===== config.mk =====
export PLATFORM = sky130hd
export DESIGN_NAME = stream_rr_arbiter_flat
export DESIGN_NICKNAME = d
export VERILOG_FILES = /design/src/rtl/stream_rr_arbiter_if.sv /design/src/rtl/stream_rr_arbiter.sv /design/src/flat_wrapper.sv
export SDC_FILE = /design/constraint.sdc
export NUM_CORES = 1
export LEC_CHECK = 0
export BUFFER_PORTS_ARGS = -buffer_cell sky130_fd_sc_hd__buf_2
export CAP_MARGIN = 20
export CORE_MARGIN = 1
export CORE_UTILIZATION = 35
export DETAILED_ROUTE_END_ITERATION = 10
export HOLD_SLACK_MARGIN = 0.08
export PLACE_DENSITY = 0.77
export SLEW_MARGIN = 20
export SYNTH_ARGS = -nofsm -noshare
export SYNTH_HDL_FRONTEND = slang
export SYNTH_SLANG_ARGS = --single-unit

===== constraint.sdc =====
create_clock -name clk -period 1.9 [get_ports clk]
set_input_delay 0.38 -clock clk [delete_from_list [all_inputs] [get_ports clk]]
set_output_delay 0.38 -clock clk [all_outputs]
set_load 0.005 [all_outputs]

===== src/rtl/stream_rr_arbiter_if.sv =====
// Stream bundle between NUM_REQ requesters, the round-robin arbiter and its single downstream consumer.
// The slave modport is the arbiter side; master is the surrounding environment.
interface stream_rr_arbiter_if #(
  parameter int NUM_REQ    = 4,
  parameter int DATA_WIDTH = 32
);
  localparam int SRC_W = $clog2(NUM_REQ);

  logic [NUM_REQ-1:0]            req_valid;
  logic [NUM_REQ-1:0]            req_ready;
  logic [NUM_REQ*DATA_WIDTH-1:0] req_data;
  logic [NUM_REQ-1:0]            req_last;

  logic                          out_valid;
  logic                          out_ready;
  logic [DATA_WIDTH-1:0]         out_data;
  logic                          out_last;
  logic [SRC_W-1:0]              out_src;

  // Observation of the internal arbitration state.
  logic [SRC_W-1:0]              dbg_rr_ptr;
  logic                          dbg_locked;

  modport slave (
    input  req_valid, req_data, req_last, out_ready,
    output req_ready, out_valid, out_data, out_last, out_src,
    output dbg_rr_ptr, dbg_locked
  );

  modport master (
    output req_valid, req_data, req_last, out_ready,
    input  req_ready, out_valid, out_data, out_last, out_src,
    input  dbg_rr_ptr, dbg_locked
  );
endinterface


===== src/rtl/stream_rr_arbiter.sv =====
// Round-robin arbiter feeding one registered output stage from NUM_REQ streams.
// Define STREAM_ARB_PKT_LOCK_EN to hold the grant on one requester until its last beat.
module stream_rr_arbiter #(
  parameter int NUM_REQ    = 4,
  parameter int DATA_WIDTH = 32
) (
  input logic                 clk,
  input logic                 rst,
  stream_rr_arbiter_if.slave  bus
);
  localparam int SRC_W = $clog2(NUM_REQ);
  localparam logic [SRC_W:0]   NREQ_EXT = (SRC_W+1)'(NUM_REQ);
  localparam logic [SRC_W-1:0] LAST_IDX = SRC_W'(NUM_REQ-1);

  // Handshake: a beat moves when valid & ready are both high at a rising edge;
  // a source holds valid and its payload stable until that happens, and ready
  // never depends on the payload or last flag.

  logic                  out_valid_q;
  logic [DATA_WIDTH-1:0] out_data_q;
  logic                  out_last_q;
  logic [SRC_W-1:0]      out_src_q;
  logic [SRC_W-1:0]      rr_ptr;

  logic [DATA_WIDTH-1:0] req_beat [NUM_REQ];
  logic [SRC_W:0]        cand;
  logic [SRC_W-1:0]      rr_idx;
  logic                  any_valid;
  logic [SRC_W-1:0]      gnt_idx;
  logic                  gnt_any;
  logic                  gnt_last;
  logic                  accept;
  logic                  xfer;
  logic                  ptr_adv;
  logic [NUM_REQ-1:0]    ready_vec;
  logic [SRC_W-1:0]      ptr_nxt;

  for (genvar i = 0; i < NUM_REQ; i++) begin : g_unpack
    assign req_beat[i] = bus.req_data[i*DATA_WIDTH +: DATA_WIDTH];
  end

  // Walk from the highest offset down so the lowest offset from rr_ptr wins.
  always_comb begin
    cand      = '0;
    rr_idx    = '0;
    any_valid = 1'b0;
    for (int k = NUM_REQ-1; k >= 0; k--) begin
      cand = {1'b0, rr_ptr} + (SRC_W+1)'(k);
      if (cand >= NREQ_EXT) cand = cand - NREQ_EXT;
      if (bus.req_valid[cand[SRC_W-1:0]]) begin
        any_valid = 1'b1;
        rr_idx    = cand[SRC_W-1:0];
      end
    end
  end

  assign accept   = ~out_valid_q | bus.out_ready;
  assign gnt_last = bus.req_last[gnt_idx];
  assign xfer     = gnt_any & accept & ~rst;
  assign ptr_nxt  = (gnt_idx == LAST_IDX) ? '0 : gnt_idx + 1'b1;

  always_comb begin
    ready_vec          = '0;
    ready_vec[gnt_idx] = xfer;
  end

`ifdef STREAM_ARB_PKT_LOCK_EN
  typedef enum logic {LK_OPEN, LK_HELD} lock_state_e;

  lock_state_e      lock_state, lock_state_nxt;
  logic [SRC_W-1:0] lock_id, lock_id_nxt;

  always_ff @(posedge clk) begin
    if (rst) begin
      lock_state <= LK_OPEN;
      lock_id    <= '0;
    end else begin
      lock_state <= lock_state_nxt;
      lock_id    <= lock_id_nxt;
    end
  end

  always_comb begin
    lock_state_nxt = lock_state;
    lock_id_nxt    = lock_id;
    case (lock_state)
      LK_OPEN: if (xfer && !gnt_last) begin
        lock_state_nxt = LK_HELD;
        lock_id_nxt    = gnt_idx;
      end
      LK_HELD: if (xfer && gnt_last) lock_state_nxt = LK_OPEN;
      default: lock_state_nxt = LK_OPEN;
    endcase
  end

  // A held lock pins the grant even while the owner idles, leaving bubbles.
  assign gnt_idx        = (lock_state == LK_HELD) ? lock_id : rr_idx;
  assign gnt_any        = (lock_state == LK_HELD) ? bus.req_valid[lock_id] : any_valid;
  assign ptr_adv        = xfer & gnt_last;
  assign bus.dbg_locked = (lock_state == LK_HELD);
`else
  assign gnt_idx        = rr_idx;
  assign gnt_any        = any_valid;
  assign ptr_adv        = xfer;
  assign bus.dbg_locked = 1'b0;
`endif

  always_ff @(posedge clk) begin
    if (rst) begin
      out_valid_q <= 1'b0;
      out_data_q  <= '0;
      out_last_q  <= 1'b0;
      out_src_q   <= '0;
      rr_ptr      <= '0;
    end else begin
      if (xfer) begin
        out_valid_q <= 1'b1;
        out_data_q  <= req_beat[gnt_idx];
        out_last_q  <= gnt_last;
        out_src_q   <= gnt_idx;
      end else if (bus.out_ready) begin
        out_valid_q <= 1'b0;
      end
      if (ptr_adv) rr_ptr <= ptr_nxt;
    end
  end

  assign bus.req_ready  = ready_vec;
  assign bus.out_valid  = out_valid_q;
  assign bus.out_data   = out_data_q;
  assign bus.out_last   = out_last_q;
  assign bus.out_src    = out_src_q;
  assign bus.dbg_rr_ptr = rr_ptr;
endmodule


===== src/flat_wrapper.sv =====
// flat-port wrapper written by rule: the top's interface ports become plain ports
module stream_rr_arbiter_flat 
#(
  parameter int NUM_REQ    = 4,
  parameter int DATA_WIDTH = 32
)
  (clk, rst, bus_req_valid, bus_req_data, bus_req_last, bus_out_ready, bus_req_ready, bus_out_valid, bus_out_data, bus_out_last, bus_out_src, bus_dbg_rr_ptr, bus_dbg_locked);
  stream_rr_arbiter_if #(.NUM_REQ(NUM_REQ), .DATA_WIDTH(DATA_WIDTH)) bus_i ();
  input logic clk;
  input logic rst;
  input wire logic [$bits(bus_i.req_valid)-1:0] bus_req_valid;
  input wire logic [$bits(bus_i.req_data)-1:0] bus_req_data;
  input wire logic [$bits(bus_i.req_last)-1:0] bus_req_last;
  input wire logic [$bits(bus_i.out_ready)-1:0] bus_out_ready;
  output wire logic [$bits(bus_i.req_ready)-1:0] bus_req_ready;
  output wire logic [$bits(bus_i.out_valid)-1:0] bus_out_valid;
  output wire logic [$bits(bus_i.out_data)-1:0] bus_out_data;
  output wire logic [$bits(bus_i.out_last)-1:0] bus_out_last;
  output wire logic [$bits(bus_i.out_src)-1:0] bus_out_src;
  output wire logic [$bits(bus_i.dbg_rr_ptr)-1:0] bus_dbg_rr_ptr;
  output wire logic [$bits(bus_i.dbg_locked)-1:0] bus_dbg_locked;
  assign bus_i.req_valid = bus_req_valid;
  assign bus_i.req_data = bus_req_data;
  assign bus_i.req_last = bus_req_last;
  assign bus_i.out_ready = bus_out_ready;
  assign bus_req_ready = bus_i.req_ready;
  assign bus_out_valid = bus_i.out_valid;
  assign bus_out_data = bus_i.out_data;
  assign bus_out_last = bus_i.out_last;
  assign bus_out_src = bus_i.out_src;
  assign bus_dbg_rr_ptr = bus_i.dbg_rr_ptr;
  assign bus_dbg_locked = bus_i.dbg_locked;
  stream_rr_arbiter #(.NUM_REQ(NUM_REQ), .DATA_WIDTH(DATA_WIDTH)) u_core (.clk(clk), .rst(rst), .bus(bus_i));
endmodule

==> results of run 1 <==
==> cell families after synthesis <==
logic type | after synthesis
AO/OA/AOI/OAI | 44
flip-flops | 38
AND/OR/NAND/NOR | 56
multiplexers | 66
other | 1
buffers and inverters | 22
XOR/XNOR | 1
==> repair_timing <==
action,in CTS,in global routing
gates resized for setup,6,14
pin swaps,6,6
setup buffers,5,0
cloned,0,3
setup endpoints to repair,4,32
==> layout make-up <==
cell class                      instances  area [um2]  share of cell area [%]
Timing Repair Buffer                  211        1240                    34.9
Sequential cell                        38         766                    21.6
Tap cell                               75        93.8                    2.65
Multi-Input combinational cell        168        1340                    37.8
Clock buffer                            7        86.3                    2.44
Clock inverter                          1        5.00                   0.141
Inverter                                3        13.8                   0.389
==> worst max-delay path: stages <==
cell and delay (ns):
buf_2 0.12, nor2b_1 0.13, or4_4 0.57, nand2_8 0.11, buf_12 0.11, inv_4 0.03, nor2_1 0.07, buf_2 0.11
==> flip-flops by register name, indices dropped and copies added, names as in the netlist <==
signal	flops
u_core.bus.out_last	1
u_core.bus.out_src	2
u_core.bus.out_valid	1
u_core.bus.out_data	32
u_core.bus.dbg_rr_ptr	2
==> power by group <==
part           switching, mW  leakage (nW)  internal (mW)
clock network          0.276        0.0482          0.293
logic                  0.512          1.44          0.663
registers             0.0666         0.316          0.926
==> metrics by stage <==
step / setup TNS, ns / cells / utilization, %
4_1_cts: -0.352 / 500 / 56.9
3_5_place_dp: -4.23 / 487 / 54.5
3_3_place_gp: -2.90 / 487 / 54.5
5_1_grt: -0.634 / 503 / 59.0
2_1_floorplan: 0 / 228 / -
6_report: -0.337 / 503 / 59.0
==> cell usage in the layout (no fill, tap or decap) <==
cell and instances:
buf_2 180, mux2i_1 61, nand2_1 36, dfxtp_1 36, o221ai_1 32, buf_4 21, nor2_1 7, a21oi_1 6
clkbuf_8 6, mux2i_2 5, nor2_2 4, buf_6 4, nor2b_1 2, inv_1 2, o221ai_2 2, a21o_1 2
clkbuf_16 2, buf_12 2, nor2b_2 1, or4_4 1, nand2_8 1, o22a_1 1, nor4_1 1, nand2_2 1
inv_4 1, or3_4 1, nor3_1 1, xnor2_1 1, a211oi_2 1, conb_1 1, clkinv_2 1, clkbuf_1 1
buf_8 1, buf_16 1, dfxtp_2 1, dfxtp_4 1
==> metal layers <==
layer,track usage (%),wire length (um),vias up
met3,5.28,441,4
met4,4.82,53,0
met2,39.4,3870,95
met1,19.5,2720,1184
met5,0,0,-
li1,-,-,1253
==> synth_stat cells <==
library cell | n | area, um2
o221ai_1 | 34 | 298
buf_2 | 9 | 45.0
inv_1 | 2 | 7.51
or4_4 | 1 | 11.3
nor3_1 | 1 | 5.00
nand2_1 | 37 | 139
mux2i_1 | 66 | 661
a21oi_1 | 6 | 30.0
inv_2 | 1 | 3.75
nand2_4 | 1 | 11.3
nor4_1 | 1 | 6.26
dfxtp_1 | 38 | 761
nor2_1 | 11 | 41.3
or3_1 | 1 | 6.26
a211oi_2 | 1 | 12.5
nor2b_1 | 3 | 18.8
buf_6 | 5 | 56.3
xnor2_1 | 1 | 8.76
o22a_1 | 1 | 8.76
buf_4 | 2 | 15.0
clkbuf_1 | 2 | 7.51
conb_1 | 1 | 3.75
buf_8 | 1 | 15.0
a21o_1 | 2 | 15.0
==> worst min-delay path by stage <==
stage,startpoint,cells past startpoint,endpoint
floorplan,u_core.bus.out_src[1]$_SDFFE_PP0P_,2,u_core.bus.out_src[1]$_SDFFE_PP0P_
finish,rst,2,u_core.bus.dbg_rr_ptr[1]$_SDFFE_PP0P_
global placement,u_core.bus.out_data[16]$_SDFFE_PP0P_,2,u_core.bus.out_data[16]$_SDFFE_PP0P_
CTS,rst,2,u_core.bus.dbg_rr_ptr[1]$_SDFFE_PP0P_
global route,rst,2,u_core.bus.out_src[1]$_SDFFE_PP0P_
detailed placement,u_core.bus.out_data[15]$_SDFFE_PP0P_,2,u_core.bus.out_data[15]$_SDFFE_PP0P_
==> run metrics, run 1 <==
outcome finished with violations; violated checks negative setup slack; final WL 7090 um; Min-Delay Path Class in2reg; largest family of logic cells by synthesized area multiplexers; Post-Synth Simple-Gate Area 10.9%; CTS tree yes; largest net degree at the start of global routing 35; Vias/cell 5.04; WL per Instance 14.1 um; die area 6570 um2; Worst-Skew Late Latency 0.28 ns; Post-Synthesis Cells 228; GRT Util Overall 19.6%; Final Max Tran Viols 0; final worst slack -0.107 ns; xor and xnor area share after synthesis 0.400%; DRT iter0 DRCs 64; reg-to-reg slack, setup 0.05 ns; dpl cell area 3260 um2; global-route wire length before repair 9920 um; yosys warns 0; fraction of synthesized area in multiplexers 30.2%; Final Hold Vio Count 0; Hold-fix buffers, CTS 0; H-tree depth 2; Pwr Density 774 nW/um2; Crit Path Max Fanout 4; RSZ-0062 raised after global routing yes; Worst Setup EP bus_req_ready[3]; Clk pin slew, worst setup/hold paths 0.07 ns; f_max 498 MHz; Final Cycle Share 106%; Final Power 2.74 mW; Req. time, crit path 1.52 ns; register area share after synthesis 34.8%; vias 2536; Detailed Place HPWL 5270 um; Critical Path Source bus_req_valid[2]; CP Launch Type input pin; adder-cell share of the synthesized area 0%; Syn Nets 367; Area Overhead vs Synth 61.7%; grt ovf 0; Final setup violation count 4; Clock Skew 0.00732 ns; Synth Area in Compound Gates 16.6%; Yosys cell types 24; total core area 5990 um2; CTS max path bufs 2; post-route ant nets 0; FP Rows 28; number of global-route vias before repair 2298; Static Leakage 1.81 nW; layout cells sized above 1 55.6%; fill cell count 541; Arr. time, crit path 1.63 ns; root buf cell clkbuf_8; RR Endpoint u_core.bus.out_data[28]$_SDFFE_PP0P_; Antenna Cells 0; worst hold slack 0.378 ns; DRC Markers 0; pre-CTS setup slack -0.158 ns; drt first pass iters 4; fin nets 566; Worst Setup Path Type in2out; crit end category output pin; Seq cells post-synth 38; Sink Count 38; Final min period 2.01 ns; Starting Density 36.5%; # IOs 182; Peak VDD IR 0.341 mV; syn_area_per_cell 9.59 um2; reg2reg start u_core.bus.dbg_rr_ptr[1]$_SDFFE_PP0P_; final instance area 3540 um2; Die X 81.1 um; Worst Reg-to-Reg Cells 7; initial antenna violation count 0; Placer Congestion 0.755; IO buf count 180; Die Y 81.1 um; CTS Buf Count 5; Max Cap Viol 0; Post-Syn Area 2190 um2
Power figures use the tool's default switching activity.
==> run 2: changes to the inputs <==
Settings changed: ABC_AREA set to 1, CORE_UTILIZATION 35 to 39, PLACE_DENSITY 0.77 to 0.78.
==> run 2 against run 1 <==
Effect of this change:
- the run still ends with negative setup slack left
- sequential power up 46%
- clock-buffer cell count down 2
- cell count grew 59%
- non-clock buffer count increased by 9
- synthesized area grew 30%
- via count grew 55%
- total power grew to 3.4 times the previous value
- die area up 16%
- register-to-register slack worse by 0.20 ns
- critical path type is now reg2out
- largest cell class unchanged
- largest power group unchanged
==> run metrics, run 2 <==
initial antenna violation count 0; Final Hold Vio Count 0; Starting Density 41.2%; H-tree depth 2; Req. time, crit path 1.52 ns; die area 7650 um2; NetSw 4.76 mW; DRT iter0 DRCs 126; Worst Setup Path Type reg2out; Antenna Cells 0; Final Max Tran Viols 0; Die X 87.5 um; Seq cells post-synth 38; crit end category output pin; Synth Flop Type dfxtp_1; Vias/cell 4.90; vias 3930; f_max 463 MHz; CTS Buf Count 5; Post-Synthesis Cells 511; layout cells sized above 1 40.7%; Die Y 87.5 um; Reg power frac 15.8%; pre-CTS setup slack -0.114 ns; P_int 4.42 mW; Area Overhead vs Synth 56.4%; GRT Util Overall 26.1%; Static Leakage 2.52 nW; Peak VDD IR 1.07 mV; Min-Delay Path Class in2reg; final worst slack -0.259 ns; Worst-Skew Late Latency 0.29 ns; Pwr Density 2060 nW/um2; final non-filler cell total 802; Clk pin slew, worst setup/hold paths 0.08 ns; WL per Instance 13.6 um; clock share of power 5.9%; CTS tree yes; Final Cycle Share 114%; number of global-route vias before repair 3406; register area share after synthesis 26.7%; total core area 6910 um2; Detailed Place HPWL 7150 um; Sw Ratio 51.9%; final WL 10900 um; violated checks negative setup slack; drt first pass iters 4; fin nets 845; commonest cells after routing, fill and taps aside buf_2, nand2_1, nand3_1, nor2_1, dfxtp_1; Yosys cell types 25; grt ovf 0; Clock Skew 0.00383 ns; Synth area leaders dfxtp_1, nand2_1, nand3_1; reg-to-reg slack, setup -0.15 ns; # IOs 182; count leader, synth nand2_1; largest net degree at the start of global routing 43; Post-Place Cells 777; CTS max path bufs 2; Commonest cells post-synth nand2_1, nand3_1, nor2_1; Max Cap Viol 0; FP Rows 30; fin util 64.5%; cell taking the most area after synthesis dfxtp_1; CP Launch Type flip-flop; Async S/R FF share, synth 0%; RSZ-0062 raised after global routing yes; post-route ant nets 0; Sink Count 38; outcome finished with violations; Crit Path Max Fanout 8; most common cell after layout, fill and taps aside buf_2; syn_area_per_cell 5.58 um2; Final min period 2.16 ns; global-route wire length before repair 15600 um; number of flip-flops in the largest register 32; Comb power frac 78.3%; Post-Syn Area 2850 um2; IO buf count 180; Placer Congestion 0.841; Synth top area share 26.7%; EDFF count, synth 0; Syn Nets 650; DRC Markers 0; root buf cell clkbuf_8; Final setup violation count 32; yosys warns 0; Arr. time, crit path 1.78 ns
==> run 2: cell types whose count changed after synthesis, sizes merged, moves of 4 or more <==
| cell | delta |
|---|---|
| nor2 | +64 |
| o221ai | -34 |
| buf | +10 |
| nand2 | +160 |
| inv | +34 |
| nand3 | +118 |
| o21ai | +4 |
| mux2i | -66 |
==> run 2: final cells by class <==
cell class | instances | area [um2]
fillers | 674 | 2450
clock buffers | 5 | 68.8
repair buffers | 220 | 1330
well taps | 96 | 120
inverters | 38 | 168
clock inverters | 2 | 10.0
flip-flops and latches | 38 | 768
multi-input cells | 403 | 1990
==> run 2: stage by stage <==
step / hold slack [ns] / total power, mW / instance area (um2) / TNS, ns
2_1_floorplan: 0.452 / 5.47 / 2860 / 0
3_3_place_gp: 0.456 / 6.67 / 3850 / -0.0289
3_5_place_dp: 0.458 / 6.82 / 3850 / -1.53
4_1_cts: 0.274 / 8.22 / 4180 / -5.00
5_1_grt: 0.294 / 9.93 / 4460 / -7.71
6_report: 0.301 / 9.18 / 4460 / -3.53
==> run 2: what timing repair did <==
item / in CTS / in global routing
pin swaps: 21 / 28
setup buffers: 11 / 4
gates cloned: 1 / 3
endpoints found under the setup margin: 15 / 40
gates resized for setup: 37 / 50
hold buffers: 0 / 0
==> run 2: path summary, 6_finish.rpt <==
kind                                              start                                     to  cells after the start
hold / removal                                      rst  u_core.bus.dbg_rr_ptr[1]$_SDFFE_PP0P_                      2
setup / recovery  u_core.bus.dbg_rr_ptr[0]$_SDFFE_PP0P_                       bus_req_ready[1]                     11
setup reg to reg  u_core.bus.dbg_rr_ptr[0]$_SDFFE_PP0P_    u_core.bus.out_data[1]$_SDFFE_PP0P_                     16
hold reg to reg    u_core.bus.out_data[22]$_SDFFE_PP0P_   u_core.bus.out_data[22]$_SDFFE_PP0P_                      2
==> run 2: worst max-delay path: stages, from the launching register on <==
cell and delay (ns):
dfxtp_4 0.43, inv_8 0.07, nand2_4 0.07, nand2_4 0.06, nor2_4 0.11, inv_2 0.06, nand2_4 0.07, inv_4 0.05
nand3_4 0.10, nand2_8 0.08, nor3_4 0.24, buf_2 0.15
==> run 2: layer usage <==
metal | vias up | global-route usage (%) | part of all wire (%)
li1 | 1988 | - | -
met2 | 196 | 49.0 | 51
met4 | 0 | 6.56 | 1.3
met5 | - | 0 | 0
met1 | 1729 | 30.0 | 40
met3 | 17 | 5.12 | 7.7
==> run 2: kinds of logic after synthesis <==
group,Yosys count,synth area share [%]
buf+inv,70,12.5
other cells,1,0.132
flops,38,26.7
compound gates,8,2.02
simple gates,394,58.7
==> run 2: power by group through the flow <==
| stage | logic, mW | clock network, mW | registers [mW] |
|---|---|---|---|
| after global placement | 5.25 | 0 | 1.43 |
| after floorplan | 4.02 | 0 | 1.45 |
| final | 7.18 | 0.545 | 1.45 |
| after global routing | 7.86 | 0.575 | 1.49 |
| after detailed placement | 5.38 | 0 | 1.44 |
| after CTS | 6.23 | 0.554 | 1.43 |
==> run 3: changes to the inputs <==
--- a/config.mk
+++ b/config.mk
@@ -9,5 +9,5 @@
 export BUFFER_PORTS_ARGS = -buffer_cell sky130_fd_sc_hd__buf_2
 export CAP_MARGIN = 20
-export CORE_MARGIN = 1
+export CORE_MARGIN = 2
 export CORE_UTILIZATION = 39
 export DETAILED_ROUTE_END_ITERATION = 10
==> constraint.sdc (replaced) <==
create_clock -name clk -period 1.9 [get_ports clk]
set_input_delay 0.38 -clock clk [delete_from_list [all_inputs] [get_ports clk]]
set_output_delay 0.38 -clock clk [all_outputs]
set_load 0.05 [all_outputs]
==> run 3 against run 2 <==
Effect of this change:
- the flow still finishes with violations (negative setup slack)
- clock-buffer cell count increased by 1
- sequential power about the same
- design area rose by 1.9%
- flip-flop and latch count stayed put
- register-to-register slack about the same
- total power is 18% higher
- first-iteration DRC count up 1.6%
- combinational power increased by 23%
- clock power increased by 10%
- hold slack better by 0.011 ns
- maximum frequency is 7.9% lower
- sequential share of layout area decreased by 0.31 points
- largest power group unchanged
- critical endpoint is now bus_req_ready[3]
==> run metrics, run 3 (same netlist as run 2, synthesis figures left out) <==
outcome finished with violations; violated checks negative setup slack; Antenna Cells 0; Placer Congestion 0.821; CTS max path bufs 2; final non-filler cell total 805; Clock Skew 0.00466 ns; final WL 10600 um; Final Hold Vio Count 0; Sink Count 38; number of flip-flops in the largest register 32; layout cells sized above 1 41.1%; Final setup violation count 37; global-route wire length before repair 14900 um; WL per Instance 13.2 um; Clk pin slew, worst setup/hold paths 0.08 ns; post-route ant nets 0; crit path cell chain inv_8 -> nand2_2 -> nand3_2 -> nand2_4 -> inv_1 -> nor2_1 -> nor2_1 -> nand2_4 -> nand2_8 -> nor3_4 -> buf_6; Hold Path Depth 2; FP Rows 31; Die X 89.5 um; Area Overhead vs Synth 59.3%; Die Y 89.5 um; NetSw 6.28 mW; CTS tree yes; Final Cycle Share 123%; f_max 427 MHz; Min-Delay Path Class in2reg; largest net degree at the start of global routing 46; initial antenna violation count 0; number of global-route vias before repair 3458; Final min period 2.34 ns; fin nets 844; CP Launch Type flip-flop; Peak VDD IR 1.50 mV; Vias/cell 4.86; Sw Ratio 57.8%; commonest cells after routing, fill and taps aside buf_2, nand2_1, nand3_1, nor2_1, dfxtp_1; clock share of power 5.5%; IO buf count 180; Comb power frac 81.3%; most common cell after layout, fill and taps aside buf_2; Worst Setup Path Type reg2out; Final Power 10.9 mW; GRT Util Overall 23.6%; P_int 4.58 mW; Hold-fix buffers, CTS 0; Worst-Skew Late Latency 0.29 ns; Post-Place Cells 780; Static Leakage 2.53 nW; Crit Path Max Fanout 8; final worst slack -0.444 ns; DRT iter0 DRCs 128; total core area 7180 um2; DRC Markers 0; Critical Path Slowest Stage Cell dfxtp_4; Final Max Tran Viols 0; Req. time, crit path 1.52 ns; Starting Density 39.7%; CTS Buf Count 5; Reg power frac 13.2%; Pwr Density 2390 nW/um2; Worst Reg-to-Reg Cells 16; grt ovf 0; crit end category output pin; drt first pass iters 4; # IOs 182; slowest stage delay, CP 0.43 ns; Max Cap Viol 0; fill cell count 623; RSZ-0062 raised after global routing yes; root buf cell clkbuf_8; H-tree depth 2; Arr. time, crit path 1.96 ns; vias 3912; die area 8000 um2; Detailed Place HPWL 7090 um; setup tns final -5.01 ns
run 3: final timing paths:
kind / start / end / slack (ns)
max: u_core.bus.dbg_rr_ptr[0]$_SDFFE_PP0P_ / bus_req_ready[3] / -0.44
min reg2reg: u_core.bus.out_data[5]$_SDFFE_PP0P_ / u_core.bus.out_data[5]$_SDFFE_PP0P_ / 0.47
min: rst / u_core.bus.dbg_rr_ptr[1]$_SDFFE_PP0P_ / 0.31
max reg2reg: u_core.bus.dbg_rr_ptr[0]$_SDFFE_PP0P_ / u_core.bus.out_data[20]$_SDFFE_PP0P_ / -0.15
run 3: critical path: cells and delay by family, from the launching register on:
family | cells | cell delay [ns]
buffers and inverters | 3 | 0.31
DFF | 1 | 0.43
and+or+nand+nor | 8 | 0.93
run 3: final cells by class:
class                           count  area (um2)  area share (%)
Multi-Input combinational cell    403        1990            43.9
Timing Repair Buffer              217        1360            29.9
Clock inverter                      2        11.3           0.248
Timing Repair inverter              2        22.5           0.496
Clock buffer                        6        82.6            1.82
Tap cell                           99         124            2.73
Inverter                           38         185            4.08
Sequential cell                    38         768            16.9
run 3: power by group through the flow:
stage | registers [mW] | logic, mW | clock network [mW]
2_1_floorplan | 2.71 | 4.32 | 0
3_3_place_gp | 1.42 | 6.78 | 0
3_5_place_dp | 1.44 | 6.92 | 0
4_1_cts | 1.42 | 7.68 | 0.607
5_1_grt | 1.48 | 9.48 | 0.636
6_report | 1.43 | 8.83 | 0.601
run 3: metal layers:
metal,global-route usage (%),part of all wire (%),vias to the layer above
met2,46.2,52,188
met3,6.09,8.6,14
li1,-,-,1984
met5,0,0,-
met4,6.51,1.0,0
met1,24.5,38,1726
run 3: timing repair:
item / 4_1_cts / 5_1_grt
gates cloned: 1 / 4
setup buffers: 5 / 9
gates resized for setup: 37 / 50
endpoints found under the setup margin: 37 / 39
pin swaps: 14 / 12
run 3: per-stage QoR:
stage	worst slack, ns	utilization (%)	instance area [um2]	hold WS (ns)
final	-0.444	63.3	4540	0.312
after detailed placement	-0.269	54.6	3920	0.456
after CTS	-0.317	58.7	4210	0.307
after global placement	-0.189	54.6	3920	0.454
after global routing	-0.520	63.3	4540	0.309
after floorplan	-0.260	-	2930	0.443
